===== src/rtl/blaster_engine.sv =====
// JTAG blaster engine: byte-command driven bit-bang and byte-shift modes over
// up to four TCK/TDO chains sharing TMS/TDI/LED, with a single-entry response slot.
`timescale 1ns/1ps

module blaster_engine #(
  parameter int DIV_W    = 8,
  parameter int N_CHAINS = 1,
  localparam int CHAIN_W = (N_CHAINS > 1) ? $clog2(N_CHAINS) : 1
) (
  input  logic                i_clk,
  input  logic                i_reset_n,
  input  logic [DIV_W-1:0]    i_div,
  input  logic [CHAIN_W-1:0]  i_chain_sel,
  input  logic                s_valid,
  input  logic [7:0]          s_data,
  output logic                s_ready,
  output logic                m_valid,
  output logic [7:0]          m_data,
  input  logic                m_ready,
  output logic [N_CHAINS-1:0] o_tck,
  input  logic [N_CHAINS-1:0] i_tdo,
  output logic                o_tms,
  output logic                o_tdi,
  output logic                o_led,
  output logic                o_busy,
  output logic [2:0]          o_state
);

  typedef enum logic [2:0] {
    IDLE    = 3'd0,
    BITBANG = 3'd1,
    S_WAIT  = 3'd2,
    S_LOW   = 3'd3,
    S_HIGH  = 3'd4,
    POST    = 3'd5
  } state_t;

  state_t               state_q;
  logic [N_CHAINS-1:0]  tck_q;
  logic                 tms_q;
  logic                 tdi_q;
  logic                 led_q;
  logic                 m_valid_q;
  logic [7:0]           m_data_q;
  logic                 rdy_en_q;
  logic [5:0]           remain_q;
  logic                 rd_q;
  logic [CHAIN_W-1:0]   sel_q;
  logic [DIV_W-1:0]     phase_q;
  logic [2:0]           bit_q;
  logic [7:0]           tx_q;
  logic [7:0]           rx_q;

  logic [CHAIN_W-1:0]   sel_d;
  logic                 tdo_acc_d;
  logic                 tdo_cur_d;
  logic                 accept_d;
  logic                 needs_slot_d;
  logic                 m_pop_d;

  // Out-of-range chain selects fall back to chain 0.
  function automatic logic [CHAIN_W-1:0] clamp_sel(input logic [CHAIN_W-1:0] s);
    if (int'(s) < N_CHAINS) return s;
    return '0;
  endfunction

  function automatic logic [N_CHAINS-1:0] tck_vec(input logic [CHAIN_W-1:0] s, input logic b);
    logic [N_CHAINS-1:0] v;
    v    = '0;
    v[s] = b;
    return v;
  endfunction

  assign sel_d     = clamp_sel(i_chain_sel);
  assign tdo_acc_d = i_tdo[sel_d];
  assign tdo_cur_d = i_tdo[sel_q];

  // Handshake: a byte moves on the rising edge where valid & ready are both high.
  // A bit-bang read needs the response slot at accept time; shift reads do not,
  // because POST stalls until the slot frees.
  assign needs_slot_d = ~s_data[7] & s_data[6];
  assign s_ready = rdy_en_q &
                   (((state_q == IDLE) & (~m_valid_q | ~needs_slot_d)) |
                    (state_q == S_WAIT));
  assign accept_d = s_valid & s_ready;
  assign m_pop_d  = m_valid_q & m_ready;

  assign m_valid = m_valid_q;
  assign m_data  = m_data_q;
  assign o_tck   = tck_q;
  assign o_tms   = tms_q;
  assign o_tdi   = tdi_q;
  assign o_led   = led_q;
  assign o_busy  = (state_q != IDLE);
  assign o_state = state_q;

  always_ff @(posedge i_clk or negedge i_reset_n) begin
    if (!i_reset_n) begin
      state_q   <= IDLE;
      tck_q     <= '0;
      tms_q     <= 1'b0;
      tdi_q     <= 1'b0;
      led_q     <= 1'b0;
      m_valid_q <= 1'b0;
      m_data_q  <= 8'h00;
      rdy_en_q  <= 1'b0;
      remain_q  <= 6'd0;
      rd_q      <= 1'b0;
      sel_q     <= '0;
      phase_q   <= '0;
      bit_q     <= 3'd0;
      tx_q      <= 8'h00;
      rx_q      <= 8'h00;
    end else begin
      rdy_en_q <= 1'b1;
      if (m_pop_d) m_valid_q <= 1'b0;

      case (state_q)
        IDLE: begin
          if (accept_d) begin
            if (!s_data[7]) begin
              state_q <= BITBANG;
              tck_q   <= tck_vec(sel_d, s_data[0]);
              tms_q   <= s_data[1];
              tdi_q   <= s_data[4];
              led_q   <= s_data[5];
              if (s_data[6]) begin
                m_valid_q <= 1'b1;
                m_data_q  <= {7'b0, tdo_acc_d};
              end
            end else begin
              remain_q <= s_data[5:0];
              rd_q     <= s_data[6];
              sel_q    <= sel_d;
              state_q  <= (s_data[5:0] == 6'd0) ? IDLE : S_WAIT;
            end
          end
        end

        BITBANG: state_q <= IDLE;

        S_WAIT: begin
          if (accept_d) begin
            tx_q     <= s_data;
            remain_q <= remain_q - 6'd1;
            bit_q    <= 3'd0;
            tdi_q    <= s_data[0];
            tck_q    <= '0;
            phase_q  <= i_div;
            state_q  <= S_LOW;
          end
        end

        S_LOW: begin
          if (phase_q == '0) begin
            // TDO is captured on the edge that raises TCK, filling from the MSB.
            tck_q   <= tck_vec(sel_q, 1'b1);
            rx_q    <= {tdo_cur_d, rx_q[7:1]};
            phase_q <= i_div;
            state_q <= S_HIGH;
          end else begin
            phase_q <= phase_q - 1'b1;
          end
        end

        S_HIGH: begin
          if (phase_q == '0) begin
            tck_q <= '0;
            if (bit_q != 3'd7) begin
              bit_q   <= bit_q + 3'd1;
              tx_q    <= tx_q >> 1;
              tdi_q   <= tx_q[1];
              phase_q <= i_div;
              state_q <= S_LOW;
            end else if (rd_q) begin
              state_q <= POST;
            end else begin
              state_q <= (remain_q == 6'd0) ? IDLE : S_WAIT;
            end
          end else begin
            phase_q <= phase_q - 1'b1;
          end
        end

        POST: begin
          if (!m_valid_q || m_ready) begin
            m_valid_q <= 1'b1;
            m_data_q  <= rx_q;
            state_q   <= (remain_q == 6'd0) ? IDLE : S_WAIT;
          end
        end

        default: state_q <= IDLE;
      endcase
    end
  end

endmodule


===== config.mk =====
export PLATFORM = sky130hd
export DESIGN_NAME = blaster_engine
export DESIGN_NICKNAME = d
export VERILOG_FILES = /design/src/rtl/blaster_engine.sv
export SDC_FILE = /design/constraint.sdc
export NUM_CORES = 1
export LEC_CHECK = 0
export ABC_AREA = 1
export CAP_MARGIN = 0
export CORE_AREA = 2 2 80 82
export DETAILED_ROUTE_END_ITERATION = 10
export DIE_AREA = 0 0 82 84
export MAX_ROUTING_LAYER = met4
export PLACE_DENSITY = 0.75
export SKIP_LAST_GASP = 1
export SYNTH_ARGS = -nofsm -noshare
export SYNTH_HDL_FRONTEND = slang
export SYNTH_SLANG_ARGS = --single-unit
export TNS_END_PERCENT = 1

===== constraint.sdc =====
create_clock -name i_clk -period 1.54 [get_ports i_clk]
set_clock_uncertainty 0.1 [all_clocks]
set_input_delay 0.308 -clock i_clk [delete_from_list [all_inputs] [get_ports i_clk]]
set_output_delay 0.308 -clock i_clk [all_outputs]
set_load 0.005 [all_outputs]

==> impl_results.md, run 1 <==
- Status: finished, violations left
- Failing checks: setup timing
- Max Fclk: 0.5783 GHz
- # rows: 29
- PwrDens: between 1500 and 2000 nW/µm²
- Syn_nets: roughly 410
- Clock slew seen by the registers of the worst setup and hold paths: 0.10 ns
- CP Max Fanout: 8
- Post-route cell area: 4189 µm²
- Clock tree buffer depth: 2
- Gr usage total: between 20 and 25%
- Mapped Area: between 2000 and 3000 µm²
- Starting density of the core: 48.17%
- Vias per inst: just under 5
- Leakage: 2.094 nW
- Root Buffer: clkbuf_8
- Total wire length: 7.499 mm
- IO Count: 40
- Die Width: 82 µm
- Top delay family on crit path: simple AND/OR/NAND/NOR gates
- Total power: between 7 and 8 mW
- Critical Path Max Stage Delay: between 0.4 and 0.5 ns
- Max Slew Vio Count: 0
- Largest net degree at the start of global routing: 51
- Remaining DRCs: 0
- Mapped Cells: 385
- Die H: 84 µm
- Port Buffers: 38
- Worst setup SP type: flop
- Post-Syn Area per Cell: about 7.6 µm²
- Synth unique cells: 31
- Worst-path cell chain: buf_6, nor2_4, buf_6, nand2_8, nand2_2, o21ai_2, nor2_4, nand2_4, buf_12, nand2_1, o21ai_2
- DR vias: between 2000 and 3000
- VDD IR-drop max: between 0.001 and 0.0015 V
- Sink Count: 50
- Worst path bufs/invs: 3
- Final setup vio count: 57
- Total gr overflow: 0
- Setup WS pre-CTS: -0.3925 ns
- Clk_lat worst skew: 0.31 ns
- Max cap viols: 0
- Placer Congestion: ~0.90
- Fin nets: 514
- Register area share after synthesis: a little over two fifths
- Cell taking the most area after synthesis: dfrtp_1
- Post-synth top flop: dfrtp_1
- DP HPWL: 4.997 mm
- Worst Setup Path Type: reg2reg
- Top cells by area, synth: dfrtp_1 (43%), nand2_1 (17%), nor2_1 (5.0%)
- Full die area: just under 7000 µm²
- Crit-path slowest cell: dfrtp_2
- Final non-filler cell total: around 560
- Area Overhead vs Synth: 42.65%
- Worst Setup End Kind: flop
- Unrepaired setup endpoints after global routing: true
- DRT Pass-1 Iters: 4
- Min-Delay Path Class: in2async
- DRT antenna net count: 0
- Core area: roughly 6000 µm²
- #FFs+latches synth: 50
- Vias in the first global route: 2687
- Arrival time worst endpoint: roughly 1.8 ns
- Layout cells sized above 1: 31.83%
- CTS H-Tree Depth: 2
- RR Endpoint: m_data[5]$_DFFE_PN0P_
- CP Data Required Time: between 1.5 and 2 ns
- Placed cells: about 540
- Period minus WS final: approximately 1.7 ns
- R2r worst-path depth: 11
- DR iter-0 viols: ~120
- Post-synth EDFFs: 0
- Final Hold Fails: 0
- Drt wl/cell: about 13 µm
- CTS tree: yes
- Top cell type's share of synthesized area: 42.61%
- Tcrit/Tclk final: 112.3%
- DP Area: around 3800 µm²
- Initial antenna violation count: 0
- Post-synthesis async set-or-reset flop share: 100.0%
- Final worst slack: -0.1892 ns
- First-pass GRT wire length: roughly 12 mm
- Worst R2R Setup Slack: -0.19 ns
- Inserted Diodes: 0
- Reg-to-reg critical path startpoint: o_state[0]$_DFFE_PN0P_
- Yosys warns: 0
- Clock buffer count from CTS: 5
tightest hold or removal path, stage by stage:
cell           delay, ns
dlygate4sd3_1       0.52
buf_2               0.12
buf_12              0.24
Yosys cell counts (2+ instances only):
master and instances:
nand2_1 132, dfrtp_1 50, nor2_1 39, inv_1 32
o21ai_0 28, nand3_1 16, o21ai_2 15, o21ai_1 9
a21oi_1 6, ha_1 6, nand2_2 6, buf_6 5
inv_2 5, nor2_2 5, nand4_1 4, buf_2 3
nor2_4 3, xnor2_1 3, mux2i_1 2, nand2_4 2
nand3_2 2, nand3_4 2, o211ai_1 2
state kept, by name, summed over array words and instances, names as in the netlist, 3 cells and up:
signal    flops
phase_q       8
rx_q          8
bit_q         3
m_data        8
remain_q      6
o_state       3
tx_q          7
what timing repair did:
item / in CTS / in global routing
buffers inserted: 5 / 4
endpoints found under the hold margin: 50 / 0
gates cloned: 1 / 2
hold buffers: 1 / 0
endpoints found under the setup margin: 58 / 66
pin swaps: 5 / 12
gates resized for setup: 22 / 32
worst max-delay path by stage:
stage / from / to / depth (start not counted)
6_report: o_state[0]$_DFFE_PN0P_ / m_data[5]$_DFFE_PN0P_ / 11
5_1_grt: o_state[0]$_DFFE_PN0P_ / m_data[5]$_DFFE_PN0P_ / 11
4_1_cts: o_state[0]$_DFFE_PN0P_ / o_state[1]$_DFFE_PN0P_ / 9
3_5_place_dp: s_data[6] / s_ready / 7
3_3_place_gp: s_data[6] / s_ready / 7
2_1_floorplan: phase_q[2]$_DFFE_PN0P_ / bit_q[2]$_DFFE_PN0P_ / 9
routing by layer:
metal,up-vias,GRT usage [%],wire (µm)
met3,7,3.463,223
met1,1330,29.44,3439
met2,43,38.14,3784
met4,0,5.303,51
met5,-,-,0
li1,1424,-,-
final cells by class:
class | instances | area (µm²)
fillers | 477 | 1907
multi-input cells | 290 | 1632
flip-flops and latches | 50 | 1255
repair buffers | 101 | 944.7
inverters | 38 | 145.1
well taps | 77 | 96.34
clock buffers | 5 | 68.82
clock inverters | 3 | 47.55
power breakdown:
part	switching (mW)	internal, mW
logic	2.43	2.02
registers	0.325	1.79
clock network	0.492	0.497
cells in the final DEF, fill, tap and decap left out, types with 15 or more instances in the layout:
| master | synthesis | final |
|---|---|---|
| nand2_1 | 132 | 116 |
| buf_4 | 1 | 50 |
| dfrtp_1 | 50 | 47 |
| nor2_1 | 39 | 31 |
| clkdlybuf4s50_1 | 0 | 31 |
| inv_1 | 32 | 28 |
| o21ai_0 | 28 | 25 |
| nand2_2 | 6 | 19 |
| nand3_1 | 16 | 15 |
| o21ai_2 | 15 | 15 |
kinds of logic (layout without fill, tap and decap cells):
kind of cell    Yosys count  count (layout)  share of synthesized area [%]
xor+xnor                  4               4                          1.193
compound gates           63              63                          13.42
buf+inv                  47             147                          7.627
flops                    50              50                          42.61
other cells               1               1                         0.1277
mux                       2               2                         0.6817
fa+ha+maj                 6               6                          2.556
simple gates            212             214                          31.79
through the flow:
| step | hold WS [ns] | utilization, % | setup TNS, ns |
|---|---|---|---|
| 3_3_place_gp | 0.2184 | 62.83 | -8.983 |
| 2_1_floorplan | -0.08759 | - | -0.004031 |
| 6_report | 0.3858 | 68.72 | -6.491 |
| 3_5_place_dp | 0.2179 | 62.83 | -10.01 |
| 4_1_cts | 0.3879 | 65.95 | -5.802 |
| 5_1_grt | 0.4117 | 68.72 | -11.20 |
(Power assumes the default switching activity.)
==> run 2, diff against run 1 <==
--- a/config.mk
+++ b/config.mk
@@ -7,11 +7,10 @@
 export LEC_CHECK = 0
 export ABC_AREA = 1
 export CAP_MARGIN = 0
-export CORE_AREA = 2 2 80 82
+export CORE_AREA = 2 2 77 79
 export DETAILED_ROUTE_END_ITERATION = 10
-export DIE_AREA = 0 0 82 84
-export MAX_ROUTING_LAYER = met4
-export PLACE_DENSITY = 0.75
+export DIE_AREA = 0 0 79 81
+export PLACE_DENSITY = 0.77
 export SKIP_LAST_GASP = 1
 export SYNTH_ARGS = -nofsm -noshare
 export SYNTH_HDL_FRONTEND = slang
==> constraint.sdc (replaced) <==
create_clock -name i_clk -period 1.8 [get_ports i_clk]
set_clock_uncertainty 0.1 [all_clocks]
set_input_delay 0.36 -clock i_clk [delete_from_list [all_inputs] [get_ports i_clk]]
set_output_delay 0.36 -clock i_clk [all_outputs]
set_load 0.005 [all_outputs]
==> impl_results.md, run 2 (same netlist as run 1, synthesis figures left out) <==
- Status: finished, violations left
- Failing checks: setup timing
- Area Overhead vs Synth: 27.44%
- Sink Count: 50
- Max Fclk: 0.5478 GHz
- Layout cells sized above 1: a little over a fifth
- Leakage: 1.853 nW
- Post-route cell area: approximately 3700 µm²
- Setup tns final: -0.06407 ns
- First-pass GRT wire length: approximately 11 mm
- Unrepaired setup endpoints after global routing: true
- Max cap viols: 0
- Final Hold Fails: 0
- Die H: just over 80 µm
- Top delay family on crit path: buffers and inverters
- CP Max Fanout: 6
- Tcrit/Tclk final: 101.4%
- Min-Delay Path Class: reg2reg
- Fin nets: 479
- Period minus WS final: about 1.8 ns
- Drt wl/cell: between 10 and 15 µm
- Starting density of the core: between 50 and 60%
- DP HPWL: 4.629 mm
- Placer Congestion: just under 0.9
- Root Buffer: clkbuf_8
- Remaining DRCs: 0
- Worst setup SP type: flop
- # rows: 28
- Commonest non-fill, non-tap cells in the layout: nand2_1 (130), dfrtp_1 (49), nor2_1 (34), clkdlybuf4s50_1 (34), inv_1 (30)
- DR vias: 2578
- Vias per inst: 4.901
- Clock slew seen by the registers of the worst setup and hold paths: about 0.090 ns
- VDD IR-drop max: roughly 0.00072 V
- Inserted Diodes: 0
- Final setup vio count: 3
- Full die area: between 6000 and 7000 µm²
- Worst-path cell chain: buf_4, nor2_4, buf_6, nand2_4, clkdlybuf4s15_1
- Most common cell after layout, fill and taps aside: nand2_1
- CP Data Required Time: ~1.3 ns
- Final worst slack: -0.02559 ns
- Total wire length: 6.353 mm
- Vias in the first global route: between 2000 and 2500
- DRT Pass-1 Iters: 4
- Worst path bufs/invs: 3
- Clock buffer count from CTS: 5
- Largest net degree at the start of global routing: 51
- IO Count: 40
- Initial antenna violation count: 0
- Critical Path Max Stage Delay: a little under 0.4 ns
- Crit-path slowest cell: dfrtp_1
- Setup WS pre-CTS: -0.3375 ns
- CTS tree: yes
- Max Slew Vio Count: 0
- DR iter-0 viols: between 150 and 200
- Die Width: between 70 and 80 µm
- Port Buffers: 38
- Worst Setup Path Type: reg2out
- DRT antenna net count: 0
- Gr usage total: approximately 22%
- Clock tree buffer depth: 2
- Clk_lat worst skew: ~0.3 ns
- Arrival time worst endpoint: 1.37 ns
- Total gr overflow: 0
- Core area: about 5700 µm²
- CTS H-Tree Depth: 2
- Worst Setup End Kind: output pin
- PwrDens: between 1000 and 1500 nW/µm²
- DP Area: about 3500 µm²
[run 2: cell count changes in the layout (fill, tap and decap cells not counted), moves of 3 or more]
cell,change
dlygate4sd2_1,-4
nand2_2,-11
buf_4,-25
buf_6,-6
nand2_1,+14
buf_12,-3
nor2_1,+3
clkdlybuf4s50_1,+3
nand2_4,-3
[run 2: layout make-up]
cell class                 count  area, µm²
clock buffer                   6      82.58
clock inverter                 1      30.03
fill                         483       1933
inverter                      38      145.1
multi-input combinational    288       1505
sequential                    50       1252
tap                           75      93.84
timing repair buffer          68      633.1
[run 2: per-layer routing]
layer	wire [µm]	GRT usage (%)
met5	0	0
met4	90	5.690
met3	222	3.333
met2	2979	35.93
met1	3060	29.59
[run 2: worst paths after layout]
| check | from | depth (start not counted) | endpoint | slack, ns |
|---|---|---|---|---|
| max | o_state[0]$_DFFE_PN0P_ | 5 | o_busy | -0.03 |
| min | tx_q[6]$_DFFE_PN0P_ | 2 | tx_q[6]$_DFFE_PN0P_ | 0.38 |
| max reg2reg | o_state[0]$_DFFE_PN0P_ | 9 | remain_q[2]$_DFFE_PN0P_ | -0.01 |
| min reg2reg | tx_q[6]$_DFFE_PN0P_ | 2 | tx_q[6]$_DFFE_PN0P_ | 0.38 |
| max in group asynchronous | i_reset_n | 3 | o_state[1]$_DFFE_PN0P_ | 0.89 |
| min in group asynchronous | i_reset_n | 3 | remain_q[2]$_DFFE_PN0P_ | 0.46 |
[run 2: tightest hold or removal path, cell delays in order, from the launching register on]
cell     delay (ns)
dfrtp_1        0.35
nand2_1        0.06
o21ai_2        0.05
[run 2: timing repair]
| item | 4_1_cts | 5_1_grt |
|---|---|---|
| pin swaps | 0 | 5 |
| cloned | 0 | 1 |
| buffers inserted | 1 | 4 |
| endpoints found under the hold margin | 50 | 0 |
| setup endpoints to repair | 4 | 45 |
| resized for setup | 2 | 21 |
| hold buffers | 1 | 0 |
[run 2: through the flow]
stage	util (%)	hold WS (ns)	cells	power, mW
floorplan	-	-0.03559	385	3.829
detailed placement	62.10	0.2726	512	4.701
CTS	64.35	0.3844	521	5.530
global placement	62.10	0.2732	512	4.610
finish	65.94	0.3835	526	5.613
global route	65.94	0.3979	526	6.150
[run 2: power by group]
part / total, mW / switching (mW) / internal (mW)
sequential: 1.82 / 0.293 / 1.53
clock: 0.812 / 0.367 / 0.445
combinational: 2.98 / 1.70 / 1.28
